===== src/rtl/seq_detect_pkg.sv =====
// Shared definitions for the serial pattern-detect run controller:
// FSM state encodings and default pattern geometry.
package seq_detect_pkg;

  typedef enum logic [1:0] {
    ST_IDLE    = 2'd0,
    ST_ARMED   = 2'd1,
    ST_DONE    = 2'd2,
    ST_TIMEOUT = 2'd3
  } state_e;

  localparam int         DEF_PAT_W   = 5;
  localparam logic [4:0] DEF_PATTERN = 5'b10010;
  localparam int         DEF_CNT_W   = 8;
  localparam int         DEF_WIN_W   = 16;

endpackage


===== src/rtl/seq_detect_ctrl_if.sv =====
// Serial bit-stream handshake between the input front end (master)
// and the detection controller (slave).
interface seq_detect_ctrl_if;
  logic din;
  logic din_valid;
  logic din_ready;

  modport master (output din, output din_valid, input din_ready);
  modport slave  (input din, input din_valid, output din_ready);
endinterface


===== src/rtl/seq_detect_ctrl_pattern_matcher.sv =====
// Moore-style serial pattern matcher: shift history plus saturating fill
// count; overlapping matches are allowed because history survives a match.
module pattern_matcher
  import seq_detect_pkg::*;
#(
  parameter int               PAT_W   = DEF_PAT_W,
  parameter logic [PAT_W-1:0] PATTERN = DEF_PATTERN
) (
  input  logic clk,
  input  logic reset_n,
  input  logic clr,
  input  logic shift_en,
  input  logic din,
  output logic match,
  output logic hit
);

  localparam int               FILL_W    = $clog2(PAT_W + 1);
  localparam logic [FILL_W-1:0] FILL_FULL = FILL_W'(PAT_W);

  logic [PAT_W-1:0]  hist_q, hist_d, hist_shift_s;
  logic [FILL_W-1:0] fill_q, fill_d, fill_inc_s;
  logic              match_q, match_d;

  // hit tells the controller whether shifting din now would complete the pattern
  always_comb begin
    hist_shift_s = {hist_q[PAT_W-2:0], din};
    if (fill_q == FILL_FULL) begin
      fill_inc_s = fill_q;
    end else begin
      fill_inc_s = fill_q + FILL_W'(1);
    end
    hit = (fill_inc_s == FILL_FULL) && (hist_shift_s == PATTERN);

    hist_d  = hist_q;
    fill_d  = fill_q;
    match_d = 1'b0;
    if (clr) begin
      hist_d = '0;
      fill_d = '0;
    end else if (shift_en) begin
      hist_d  = hist_shift_s;
      fill_d  = fill_inc_s;
      match_d = hit;
    end else begin
      hist_d = hist_q;
    end
  end

  // History, fill count and registered match pulse
  always_ff @(posedge clk or negedge reset_n) begin
    if (!reset_n) begin
      hist_q  <= '0;
      fill_q  <= '0;
      match_q <= 1'b0;
    end else begin
      hist_q  <= hist_d;
      fill_q  <= fill_d;
      match_q <= match_d;
    end
  end

  assign match = match_q;

endmodule


===== src/rtl/seq_detect_ctrl.sv =====
// Run controller: arms on start, counts detections against a threshold,
// bounds the run by an optional bit window, reports done/timeout until ack.
module seq_detect_ctrl
  import seq_detect_pkg::*;
#(
  parameter int               PAT_W   = DEF_PAT_W,
  parameter logic [PAT_W-1:0] PATTERN = DEF_PATTERN,
  parameter int               CNT_W   = DEF_CNT_W,
  parameter int               WIN_W   = DEF_WIN_W
) (
  input  logic               clk,
  input  logic               reset_n,
  seq_detect_ctrl_if.slave   s_if,
  input  logic               start,
  input  logic               abort,
  input  logic               ack,
  input  logic [CNT_W-1:0]   threshold,
  input  logic [WIN_W-1:0]   window,
  output logic               match,
  output logic [CNT_W-1:0]   match_count,
  output logic               done,
  output logic               timeout,
  output logic               busy,
  output logic [1:0]         state
);

  state_e             state_q, state_d;
  logic [CNT_W-1:0]   cnt_q, cnt_d, thr_q, thr_d, cnt_inc_s;
  logic [WIN_W-1:0]   bits_q, bits_d, win_q, win_d, bits_inc_s;
  logic               din_ready_q, din_ready_d;
  logic               done_q, done_d, timeout_q, timeout_d, busy_q, busy_d;
  logic               accept_s, clr_s, shift_en_s, hit_s;

  pattern_matcher #(
    .PAT_W   (PAT_W),
    .PATTERN (PATTERN)
  ) u_matcher (
    .clk      (clk),
    .reset_n  (reset_n),
    .clr      (clr_s),
    .shift_en (shift_en_s),
    .din      (s_if.din),
    .match    (match),
    .hit      (hit_s)
  );

  // Next-state, counters and latches; abort overrides everything else
  always_comb begin
    accept_s   = s_if.din_valid && din_ready_q;
    cnt_inc_s  = cnt_q + CNT_W'(1);
    bits_inc_s = bits_q + WIN_W'(1);
    state_d    = state_q;
    cnt_d      = cnt_q;
    bits_d     = bits_q;
    thr_d      = thr_q;
    win_d      = win_q;
    clr_s      = 1'b0;
    shift_en_s = 1'b0;
    if (abort) begin
      state_d = ST_IDLE;
      clr_s   = 1'b1;
    end else begin
      case (state_q)
        ST_IDLE: begin
          if (start) begin
            state_d = ST_ARMED;
            thr_d   = (threshold == CNT_W'(0)) ? CNT_W'(1) : threshold;
            win_d   = window;
            cnt_d   = '0;
            bits_d  = '0;
            clr_s   = 1'b1;
          end else begin
            state_d = ST_IDLE;
          end
        end
        ST_ARMED: begin
          if (accept_s) begin
            shift_en_s = 1'b1;
            bits_d     = bits_inc_s;
            if (hit_s) begin
              cnt_d = cnt_inc_s;
            end else begin
              cnt_d = cnt_q;
            end
            // Threshold completion outranks window exhaustion on the same bit
            if (hit_s && (cnt_inc_s >= thr_q)) begin
              state_d = ST_DONE;
            end else if ((win_q != WIN_W'(0)) && (bits_inc_s == win_q)) begin
              state_d = ST_TIMEOUT;
            end else begin
              state_d = ST_ARMED;
            end
          end else begin
            state_d = ST_ARMED;
          end
        end
        ST_DONE, ST_TIMEOUT: begin
          if (ack) begin
            state_d = ST_IDLE;
          end else begin
            state_d = state_q;
          end
        end
        default: begin
          state_d = ST_IDLE;
        end
      endcase
    end
    din_ready_d = (state_d == ST_ARMED);
    busy_d      = (state_d == ST_ARMED);
    done_d      = (state_d == ST_DONE);
    timeout_d   = (state_d == ST_TIMEOUT);
  end

  // FSM state, counters, latches and registered status outputs
  always_ff @(posedge clk or negedge reset_n) begin
    if (!reset_n) begin
      state_q     <= ST_IDLE;
      cnt_q       <= '0;
      bits_q      <= '0;
      thr_q       <= '0;
      win_q       <= '0;
      din_ready_q <= 1'b0;
      busy_q      <= 1'b0;
      done_q      <= 1'b0;
      timeout_q   <= 1'b0;
    end else begin
      state_q     <= state_d;
      cnt_q       <= cnt_d;
      bits_q      <= bits_d;
      thr_q       <= thr_d;
      win_q       <= win_d;
      din_ready_q <= din_ready_d;
      busy_q      <= busy_d;
      done_q      <= done_d;
      timeout_q   <= timeout_d;
    end
  end

  assign s_if.din_ready = din_ready_q;
  assign match_count    = cnt_q;
  assign done           = done_q;
  assign timeout        = timeout_q;
  assign busy           = busy_q;
  assign state          = state_q;

endmodule


===== src/flat_wrapper.sv =====
// flat-port wrapper written by rule: the top's interface ports become plain ports
module seq_detect_ctrl_flat import seq_detect_pkg::*;
#(
  parameter int               PAT_W   = DEF_PAT_W,
  parameter logic [PAT_W-1:0] PATTERN = DEF_PATTERN,
  parameter int               CNT_W   = DEF_CNT_W,
  parameter int               WIN_W   = DEF_WIN_W
)
  (clk, reset_n, start, abort, ack, threshold, window, match, match_count, done, timeout, busy, state, s_if_din, s_if_din_valid, s_if_din_ready);
  seq_detect_ctrl_if s_if_i ();
  input  logic clk;
  input  logic reset_n;
  input  logic start;
  input  logic abort;
  input  logic ack;
  input  logic [CNT_W-1:0] threshold;
  input  logic [WIN_W-1:0] window;
  output logic match;
  output logic [CNT_W-1:0] match_count;
  output logic done;
  output logic timeout;
  output logic busy;
  output logic [1:0] state;
  input wire logic [$bits(s_if_i.din)-1:0] s_if_din;
  input wire logic [$bits(s_if_i.din_valid)-1:0] s_if_din_valid;
  output wire logic [$bits(s_if_i.din_ready)-1:0] s_if_din_ready;
  assign s_if_i.din = s_if_din;
  assign s_if_i.din_valid = s_if_din_valid;
  assign s_if_din_ready = s_if_i.din_ready;
  seq_detect_ctrl #(.PAT_W(PAT_W), .PATTERN(PATTERN), .CNT_W(CNT_W), .WIN_W(WIN_W)) u_core (.clk(clk), .reset_n(reset_n), .s_if(s_if_i), .start(start), .abort(abort), .ack(ack), .threshold(threshold), .window(window), .match(match), .match_count(match_count), .done(done), .timeout(timeout), .busy(busy), .state(state));
endmodule

===== config.mk =====
export PLATFORM = sky130hd
export DESIGN_NAME = seq_detect_ctrl_flat
export DESIGN_NICKNAME = d
export VERILOG_FILES = /design/src/rtl/seq_detect_pkg.sv /design/src/rtl/seq_detect_ctrl_if.sv /design/src/rtl/seq_detect_ctrl_pattern_matcher.sv /design/src/rtl/seq_detect_ctrl.sv /design/src/flat_wrapper.sv
export SDC_FILE = /design/constraint.sdc
export NUM_CORES = 1
export LEC_CHECK = 0
export CAP_MARGIN = 20
export CORE_ASPECT_RATIO = 1.25
export CORE_MARGIN = 5
export CORE_UTILIZATION = 45
export DETAILED_ROUTE_END_ITERATION = 12
export GPL_ROUTABILITY_DRIVEN = 0
export PLACE_DENSITY = 0.65
export SETUP_SLACK_MARGIN = 0.2
export SYNTH_ARGS = -nofsm -noshare
export SYNTH_HDL_FRONTEND = slang
export SYNTH_SLANG_ARGS = --single-unit

===== constraint.sdc =====
create_clock -name clk -period 7.3 [get_ports clk]
set_input_delay 1.825 -clock clk [delete_from_list [all_inputs] [get_ports clk]]
set_output_delay 1.825 -clock clk [all_outputs]
set_load 0.005 [all_outputs]

# After elaboration in Yosys (flattened, before gate mapping)
# Index checks and enable logic that the tools add are counted.
# totals
wordCells	70
ff_bits	61
# classes
eq_ne	13
order_cmp	1
reduce_logical	13
mux	28
bitwise	1
addsub	3
# ops
op	n
$mux 16	2
$mux 8	4
$pmux 16 s2	1
$add 16x1->16 const B	1
$eq 16x16->1	1
$pmux 8 s2	1
$reduce_bool 16->1	1
$mux 2	5
$mux 1	9
$mux 3	3
$add 8x1->8 const B	1
$eq 2x2->1 const B	4
$ge 8x8->1	1
$logic_not 8->1	1
$mux 4	2
$eq 3x3->1 const B	2
$pmux 2 s3	1
$eq 5x5->1 const B	1
$reduce_and 5->1	1
$eq 2x1->1 const B	2
$logic_and 1x1->1	4
$ne 2x1->1 const B	2
$reduce_and 4->1	1
$reduce_bool 2->1	2
6 further kinds	6

# Longest topological paths before layout
# Gate-level depths: netlist of run 1.
# logic_depth
ltp_word	10
mapped_depth	10
ltp_nobuf	10

# By module
# Synthesis of run 1 repeated with hierarchy kept, for this count alone.
# unflattened
cells_unflattened	366
area_unflattened_um2	3513.4
# modules_own_cells
module	cells_each	area_per_inst_um2	n_inst	seq_area_each_um2
seq_detect_ctrl	330	3084.2	1	1326.3
pattern_matcher	36	429.2	1	200.2

# Least setup slack after synthesis of run 1
# OpenSTA, ideal clock, no wires.
# synth_timing
kind	in2reg
from	input port abort
to	register u_core.win_q[11]
stages	3
setup_slack_ps	4075
t_arrival_ps	3097
setup_time_ps	127
path_cell_list	nor4b_1 -> clkbuf_1 -> mux2_1
# synth_between
elab_chain_cells	2
# synth_lines
element	line	source
start: declaration	flat_wrapper.sv:14	input logic abort;
$not 1->1 (no line)	n/a	
$reduce_and 3->1 (no line)	n/a	
end signal: assignment	seq_detect_ctrl.sv:132	win_q <= win_d;
end: declaration	seq_detect_ctrl.sv:29	logic [WIN_W-1:0] bits_q, bits_d, win_q, win_d, bits_inc_s;
# Every way passes these cells.
# A chain may end at the register's enable or synchronous reset.

# Worst setup path in the final report of run 1
# layout_timing
from	input port abort
to	register u_core.cnt_q[2], in the netlist u_core.match_count[2]
# layout_between
elab_chain_cells	2
# layout_lines
element	line	source
$not 1->1 (no line)	n/a	
$reduce_and 5->1 (no line)	n/a	
end signal: assignment	seq_detect_ctrl.sv:129	cnt_q <= cnt_d;
end: declaration	seq_detect_ctrl.sv:28	logic [CNT_W-1:0] cnt_q, cnt_d, thr_q, thr_d, cnt_inc_s;
# Every way passes these cells.

==> results of run 1 <==
## kinds of logic after synthesis
family,after synthesis,share of synthesized area [%]
AOI/OAI and AO/OA,88,16.4
and+or+nand+nor,114,18.4
buffers and inverters,29,3.48
muxes,18,5.90
DFF,61,44.7
xor gates and xnor gates,26,6.67
adders and majority gates,12,4.40
## cell usage in the layout (no fill, tap or decap), types with 3 or more instances in the layout
master                             n
sky130_fd_sc_hd__a211o_1           3
sky130_fd_sc_hd__a21oi_1          13
sky130_fd_sc_hd__a22o_1           13
sky130_fd_sc_hd__a31oi_1           5
sky130_fd_sc_hd__and2_1            3
sky130_fd_sc_hd__buf_4             3
sky130_fd_sc_hd__clkbuf_8         10
sky130_fd_sc_hd__clkdlybuf4s50_1  44
sky130_fd_sc_hd__clkinv_2          4
sky130_fd_sc_hd__dfrtp_1          61
sky130_fd_sc_hd__ha_1             12
sky130_fd_sc_hd__inv_1            12
sky130_fd_sc_hd__mux2_1            6
sky130_fd_sc_hd__mux2_2           11
sky130_fd_sc_hd__nand2_1          30
sky130_fd_sc_hd__nand2b_1          3
sky130_fd_sc_hd__nand3_1          11
sky130_fd_sc_hd__nand3b_1          3
sky130_fd_sc_hd__nand4_1           3
sky130_fd_sc_hd__nor2_1           22
sky130_fd_sc_hd__nor3_1            4
sky130_fd_sc_hd__nor3b_1           3
sky130_fd_sc_hd__nor4_1            9
sky130_fd_sc_hd__o21ai_0          18
sky130_fd_sc_hd__o21ai_1          17
sky130_fd_sc_hd__o31ai_1           6
sky130_fd_sc_hd__or3_1             4
sky130_fd_sc_hd__xnor2_1          15
sky130_fd_sc_hd__xor2_1           11
## critical path, stage by stage
cell	delay, ns
sky130_fd_sc_hd__clkdlybuf4s50_1	0.56
sky130_fd_sc_hd__nand3b_1	0.18
sky130_fd_sc_hd__or2_0	0.74
sky130_fd_sc_hd__or2_1	0.27
sky130_fd_sc_hd__inv_2	0.11
sky130_fd_sc_hd__a22o_1	0.25
## flip-flops by register name, indices dropped and copies added, names as in the netlist
register                 flops
u_core.bits_q               16
u_core.busy                  1
u_core.done                  1
u_core.match_count           8
u_core.state                 2
u_core.thr_q                 8
u_core.timeout               1
u_core.u_matcher.fill_q      3
u_core.u_matcher.hist_q      4
u_core.u_matcher.match       1
u_core.win_q                16
## final cells by class
type / instances / area [um2]
Timing Repair Buffer: 48 / 468
Clock inverter: 5 / 50.0
Sequential cell: 61 / 1530
Fill cell: 688 / 3270
Multi-Input combinational cell: 258 / 1780
Tap cell: 92 / 115
Inverter: 13 / 48.8
Clock buffer: 11 / 141
## cell usage after synthesis, types with 10 or more instances
| cell type | count | area [um2] |
|---|---|---|
| sky130_fd_sc_hd__a21oi_1 | 13 | 65.1 |
| sky130_fd_sc_hd__a22o_1 | 13 | 114 |
| sky130_fd_sc_hd__clkbuf_1 | 10 | 37.5 |
| sky130_fd_sc_hd__dfrtp_1 | 61 | 1530 |
| sky130_fd_sc_hd__ha_1 | 12 | 150 |
| sky130_fd_sc_hd__inv_1 | 12 | 45.0 |
| sky130_fd_sc_hd__mux2_2 | 11 | 124 |
| sky130_fd_sc_hd__nand2_1 | 30 | 113 |
| sky130_fd_sc_hd__nand3_1 | 11 | 55.1 |
| sky130_fd_sc_hd__nor2_1 | 22 | 82.6 |
| sky130_fd_sc_hd__o21ai_0 | 18 | 90.1 |
| sky130_fd_sc_hd__o21ai_1 | 17 | 85.1 |
| sky130_fd_sc_hd__xnor2_1 | 15 | 131 |
| sky130_fd_sc_hd__xor2_1 | 11 | 96.3 |
## power breakdown
part           total [mW]  internal, mW  switching, mW
Clock               0.295         0.165          0.130
Sequential          0.397         0.367         0.0306
Combinational       0.124        0.0654         0.0582
## layer usage
| metal | up-vias | global-route usage, % | wire length, um |
|---|---|---|---|
| met5 | - | 0 | 0 |
| met4 | 0 | 6.91 | 123 |
| met3 | 14 | 3.98 | 217 |
| met2 | 48 | 29.1 | 3960 |
| met1 | 1345 | 21.8 | 3300 |
| li1 | 1349 | - | - |
## path summary, 6_finish.rpt
path                                              end  slack (ns)  cells past startpoint             startpoint
setup / recovery                u_core.match_count[2]        3.60                      6                  abort
hold / removal                      u_core.bits_q[15]        0.51                      1      u_core.bits_q[15]
setup reg to reg                          u_core.done        4.50                     10  u_core.match_count[0]
hold reg to reg                     u_core.bits_q[15]        0.51                      1      u_core.bits_q[15]
max in group asynchronous  u_core.u_matcher.hist_q[0]        5.14                      2                reset_n
min in group asynchronous            u_core.win_q[11]        1.64                      2                reset_n
## stage by stage
stage / instances / power (mW) / instance area (um2) / hold WS (ns)
detailed placement: 472 / 0.529 / 3940 / 0.497
CTS: 488 / 0.827 / 4130 / 0.510
floorplan: 348 / 0.478 / 3420 / 0.466
finish: 488 / 0.816 / 4130 / 0.507
global route: 488 / 0.860 / 4130 / 0.547
global placement: 472 / 0.526 / 3940 / 0.490
==> reports/qor.txt, run 1 <==
DETAILED ROUTING
-------------------------------------------------------------------------------------
First-iteration detailed-routing DRC count                                        176
Number of vias after detailed routing                                            2756
Total detailed-routing wirelength                                             7590 um
Routed Antenna Nets                                                                 0
Wire per inst                                                                 15.6 um
Routed vias/inst                                                                 5.65
Drt drc                                                                             0
First drt pass iteration count                                                      4

SYNTHESIS
-------------------------------------------------------------------------------------
Mean Syn Cell Area                                                           9.82 um2
Number of synthesized flops with an enable pin                                      0
Synth cell types                                                                   54
#FFs+latches synth                                                                 61
Proportion of synthesized chip area in sequential cells                         44.7%
Post-synthesis instance total                                                     348
Ys async rst share                                                               100%
Most used flip-flop cell after synthesis                                 sky130_fd_sc_hd__dfrtp_1
Post-synthesis instance area                                                 3420 um2
Warning count from the yosys run                                                    0
Net count after synthesis                                                         391

FLOORPLANNING
-------------------------------------------------------------------------------------
Die span in y                                                                  107 um
X dimension of the die                                                        87.9 um
Starting density of the core                                                    46.2%
Die Outline Area                                                             9440 um2
Number of placement rows                                                           35
Boundary Pins                                                                      46
Total core area                                                              7400 um2

STA
-------------------------------------------------------------------------------------
Peak clock frequency supported by timing                                      270 MHz
Final cycle utilization of the critical path                                    50.7%
Sum of negative setup slack                                                      0 ns
Final count of hold timing violations                                               0
Final period demand of the worst path                                         3.70 ns
Max-slew violation count                                                            0
Unrepaired setup endpoints after global routing                                 false
Worst slew margin relative to its limit                                         37.4%
Clock skew after layout                                                    0.00667 ns
Actual transition at the worst max-transition pin                            0.939 ns
Total of endpoints with negative setup slack in the final report                    0
Final critical-path setup slack                                               3.60 ns

PLACEMENT
-------------------------------------------------------------------------------------
DP Wirelength                                                                 5580 um
Port Buffer Count                                                                  45
Worst slack after detailed placement                                          3.24 ns

CTS
-------------------------------------------------------------------------------------
Resize count post-CTS                                                               0
Clock-pin slew of the registers on the worst-case setup and hold paths        0.06 ns
Clock tree root driver cell                                              sky130_fd_sc_hd__clkbuf_8
Maximum buffer depth of the clock tree                                              2
H-tree levels                                                                       3
Buffer count from post-CTS setup fixing                                             0
CTS buffer count                                                                    9
Clock network latency to the later pin of the worst-skew pair                 0.34 ns
Clock tree from TritonCTS                                                        done
CTS Hold Buffers Added                                                              0
Sinks on the clock net                                                             61

GLOBAL ROUTING
-------------------------------------------------------------------------------------
Global routing usage summed across all routing layers                           17.5%
Remaining Overflow, GRT                                                             0
Initial antenna violation count                                                     0
Global-route wire length before repair                                       12800 um
Number of global-route vias before repair                                        2670
Largest net degree at the start of global routing                                  62

FINAL LAYOUT
-------------------------------------------------------------------------------------
Fraction of final layout cells sized beyond drive strength 1                    9.85%
Antenna fix cells                                                                   0
Fin util                                                                        55.8%
Final layout net count                                                            434
Layout area overhead                                                            20.8%

CRITICAL PATH
-------------------------------------------------------------------------------------
Required time of the critical path                                            7.53 ns
Biggest fanout along the worst timing path                                         16
Startpoint type of the worst setup path                                     input pin
Crit end category                                                            register
Kind of critical path                                                          in2reg
Endpoint arrival time on the critical path                                    3.93 ns

POWER
-------------------------------------------------------------------------------------
PwrDens                                                                    198 nW/um2
Standby leakage power                                                         1.76 nW
Max IR drop VDD                                                                107 uV

JOB
-------------------------------------------------------------------------------------
Max-cap violations                                                                  0

MIN PATH
-------------------------------------------------------------------------------------
Worst min path class                                                          reg2reg

OUTCOME
-------------------------------------------------------------------------------------
Outcome                                                                     completed

Note: power is estimated with default switching activity, not from simulation.
==> run 2, diff against run 1 <==
- PLACE_DENSITY: 0.65 -> 0.68
- clock period: 7.3 -> 3.1 ns (I/O delays scaled with it)
==> run 2 against run 1 <==
  * Clock skew rose by 0.0035 ns
  * Sequential power up 140%
  * Largest power group unchanged
  * Sequential share of layout area fell by 0.10 points
  * Global-route usage grew 0.70 points
  * Critical path depth increased by 4
  * Critical path type is now reg2reg
  * Via count is 0.83% higher
  * Highest routed layer unchanged
  * Final cell count up 0.82%
  * Utilization up 0.15 points
  * First-iteration DRC count down 32%
  * Count of clock-buffer cells in the layout grew 4
  * Combinational power up 140%
  * Die area unchanged
==> reports/qor.txt, run 2 (synthesized netlist as in run 1, its figures left out) <==
OUTCOME
-------------------------------------------------------------------------------------
Outcome                                                                     completed

CRITICAL PATH
-------------------------------------------------------------------------------------
Kind of critical path                                                         reg2reg
Biggest fanout along the worst timing path                                          7
Endpoint arrival time on the critical path                                    2.88 ns
Worst setup path end                                                      u_core.done
Required time of the critical path                                            3.33 ns
Startpoint type of the worst setup path                                      register
Crit end category                                                            register
R2R Setup Slk                                                                 0.45 ns
Beginning of the worst register-to-register path                         u_core.match_count[0]
Startpoint of the worst setup timing path                                u_core.match_count[0]
Endpoint of the worst register-to-register path                           u_core.done
Logic depth of the worst register-to-register path                                 10

STA
-------------------------------------------------------------------------------------
Worst slew margin relative to its limit                                         49.1%
Sum of negative setup slack                                                      0 ns
Final period demand of the worst path                                         2.65 ns
Peak clock frequency supported by timing                                      378 MHz
Max-slew violation count                                                            0
Final count of hold timing violations                                               0
Worst hold slack                                                             0.502 ns
Clock skew after layout                                                     0.0102 ns
Unrepaired setup endpoints after global routing                                 false
Final cycle utilization of the critical path                                    85.4%
Actual transition at the worst max-transition pin                            0.763 ns
Total of endpoints with negative setup slack in the final report                    0

GLOBAL ROUTING
-------------------------------------------------------------------------------------
Initial antenna violation count                                                     0
Global routing usage summed across all routing layers                           18.2%
Global-route wire length before repair                                       13400 um
Largest net degree at the start of global routing                                  34
Met1 Resource Use GR                                                            21.7%
GR met3 Demand/Resource                                                         3.06%
Most Used Layer, Global Route                                                    met2
Remaining Overflow, GRT                                                             0
Met2 layer usage reported by global route                                       31.0%
Number of global-route vias before repair                                        2840

FINAL LAYOUT
-------------------------------------------------------------------------------------
Fraction of final layout cells sized beyond drive strength 1                    10.0%
Antenna fix cells                                                                   0
Layout area overhead                                                            21.1%
Fill cell total of the finished layout                                            683
Fin util                                                                        55.9%
Final design instance area without fill                                      4140 um2
Final layout net count                                                            438
Commonest non-fill, non-tap cells in the layout                          61 x sky130_fd_sc_hd__dfrtp_1, 44 x sky130_fd_sc_hd__clkdlybuf4s50_1, 30 x sky130_fd_sc_hd__nand2_1, 22 x sky130_fd_sc_hd__nor2_1, 18 x sky130_fd_sc_hd__o21ai_0
Commonest non-fill, non-tap cell in the layout                           sky130_fd_sc_hd__dfrtp_1
Top Registers                                                            u_core.bits_q: 16 flops, u_core.win_q: 16 flops

DETAILED ROUTING
-------------------------------------------------------------------------------------
Wire per inst                                                                 15.7 um
Routed vias/inst                                                                 5.65
Routed Antenna Nets                                                                 0
Total detailed-routing wirelength                                             7740 um
Number of vias after detailed routing                                            2779
First-iteration detailed-routing DRC count                                        119
Drt drc                                                                             0
First drt pass iteration count                                                      4

PLACEMENT
-------------------------------------------------------------------------------------
Port Buffer Count                                                                  45
DP Wirelength                                                                 5720 um
Total placed instance area                                                   3970 um2

FLOORPLANNING
-------------------------------------------------------------------------------------
Boundary Pins                                                                      46
Die Outline Area                                                             9440 um2
Die span in y                                                                  107 um
X dimension of the die                                                        87.9 um
Starting density of the core                                                    46.2%
Number of placement rows                                                           35
Total core area                                                              7400 um2

CTS
-------------------------------------------------------------------------------------
Clock network latency to the later pin of the worst-skew pair                 0.34 ns
Clock tree root driver cell                                              sky130_fd_sc_hd__clkbuf_8
Clock tree from TritonCTS                                                        done
Sinks on the clock net                                                             61
Maximum buffer depth of the clock tree                                              2
Clock-pin slew of the registers on the worst-case setup and hold paths        0.07 ns
CTS buffer count                                                                    9
CTS Hold Buffers Added                                                              0
H-tree levels                                                                       3

POWER
-------------------------------------------------------------------------------------
Standby leakage power                                                         1.76 nW
Max IR drop VDD                                                                266 uV
PwrDens                                                                    451 nW/um2

MIN PATH
-------------------------------------------------------------------------------------
Worst min path class                                                         in2async

JOB
-------------------------------------------------------------------------------------
Max-cap violations                                                                  0

## run 2: cell types whose count changed in the layout (fill, tap and decap cells not counted), sizes merged
cell / before / now
clkbuf: 11 / 15
buf: 4 / 8
bufinv: 1 / 0
clkinv: 4 / 1
## run 2: final cells by class
class / instances / area [um2] / area share, %
Timing Repair Buffer: 52 / 498 / 12.0
Clock buffer: 15 / 166 / 4.02
Clock inverter: 1 / 5.00 / 0.121
Multi-Input combinational cell: 258 / 1780 / 43.0
Inverter: 13 / 48.8 / 1.18
Sequential cell: 61 / 1530 / 36.9
Tap cell: 92 / 115 / 2.78
## run 2: worst max-delay path, cell delays in order (launching register included)
cell,delay [ns]
sky130_fd_sc_hd__dfrtp_1,0.46
sky130_fd_sc_hd__ha_1,0.23
sky130_fd_sc_hd__nand3_1,0.12
sky130_fd_sc_hd__xnor2_1,0.23
sky130_fd_sc_hd__ha_1,0.29
sky130_fd_sc_hd__a21o_1,0.16
sky130_fd_sc_hd__a2111oi_1,0.40
sky130_fd_sc_hd__o21ai_1,0.11
sky130_fd_sc_hd__o21ai_0,0.17
sky130_fd_sc_hd__o31ai_1,0.19
sky130_fd_sc_hd__and2_1,0.18
## run 2: per-stage QoR
step	cells	power, mW	worst slack [ns]
2_1_floorplan	348	1.13	0.776
3_3_place_gp	476	1.24	0.366
3_5_place_dp	476	1.25	0.338
4_1_cts	492	1.88	0.437
5_1_grt	492	1.97	0.243
6_report	492	1.86	0.452
## run 2: where the power goes
part           total (mW)  leakage, nW  switching (mW)  internal (mW)
registers           0.939        0.798          0.0753          0.864
logic               0.297        0.875           0.141          0.156
clock network       0.628       0.0877           0.294          0.334
## run 2: what timing repair did
item                       in CTS  in global routing
setup buffers                   0                  0
setup endpoints to repair       0                  1
resized for setup               0                  1
hold endpoints to repair        0                  0
## run 2: worst min path at each step
stage                                    start                    endpoint  slack (ns)  cells past startpoint
finish                                 reset_n            u_core.win_q[15]        0.50                      1
global route                 u_core.bits_q[15]           u_core.bits_q[15]        0.52                      1
CTS                          u_core.bits_q[15]           u_core.bits_q[15]        0.51                      1
detailed placement  u_core.u_matcher.hist_q[3]  u_core.u_matcher.hist_q[3]        0.48                      1
global placement    u_core.u_matcher.hist_q[3]  u_core.u_matcher.hist_q[3]        0.49                      1
floorplan           u_core.u_matcher.hist_q[3]  u_core.u_matcher.hist_q[3]        0.47                      1
## run 2: layer usage
metal  wire, um  vias to the layer above
met1       3320                     1359
li1           -                     1356
met3        276                       14
met2       3950                       50
met4        200                        0
met5          0                        -
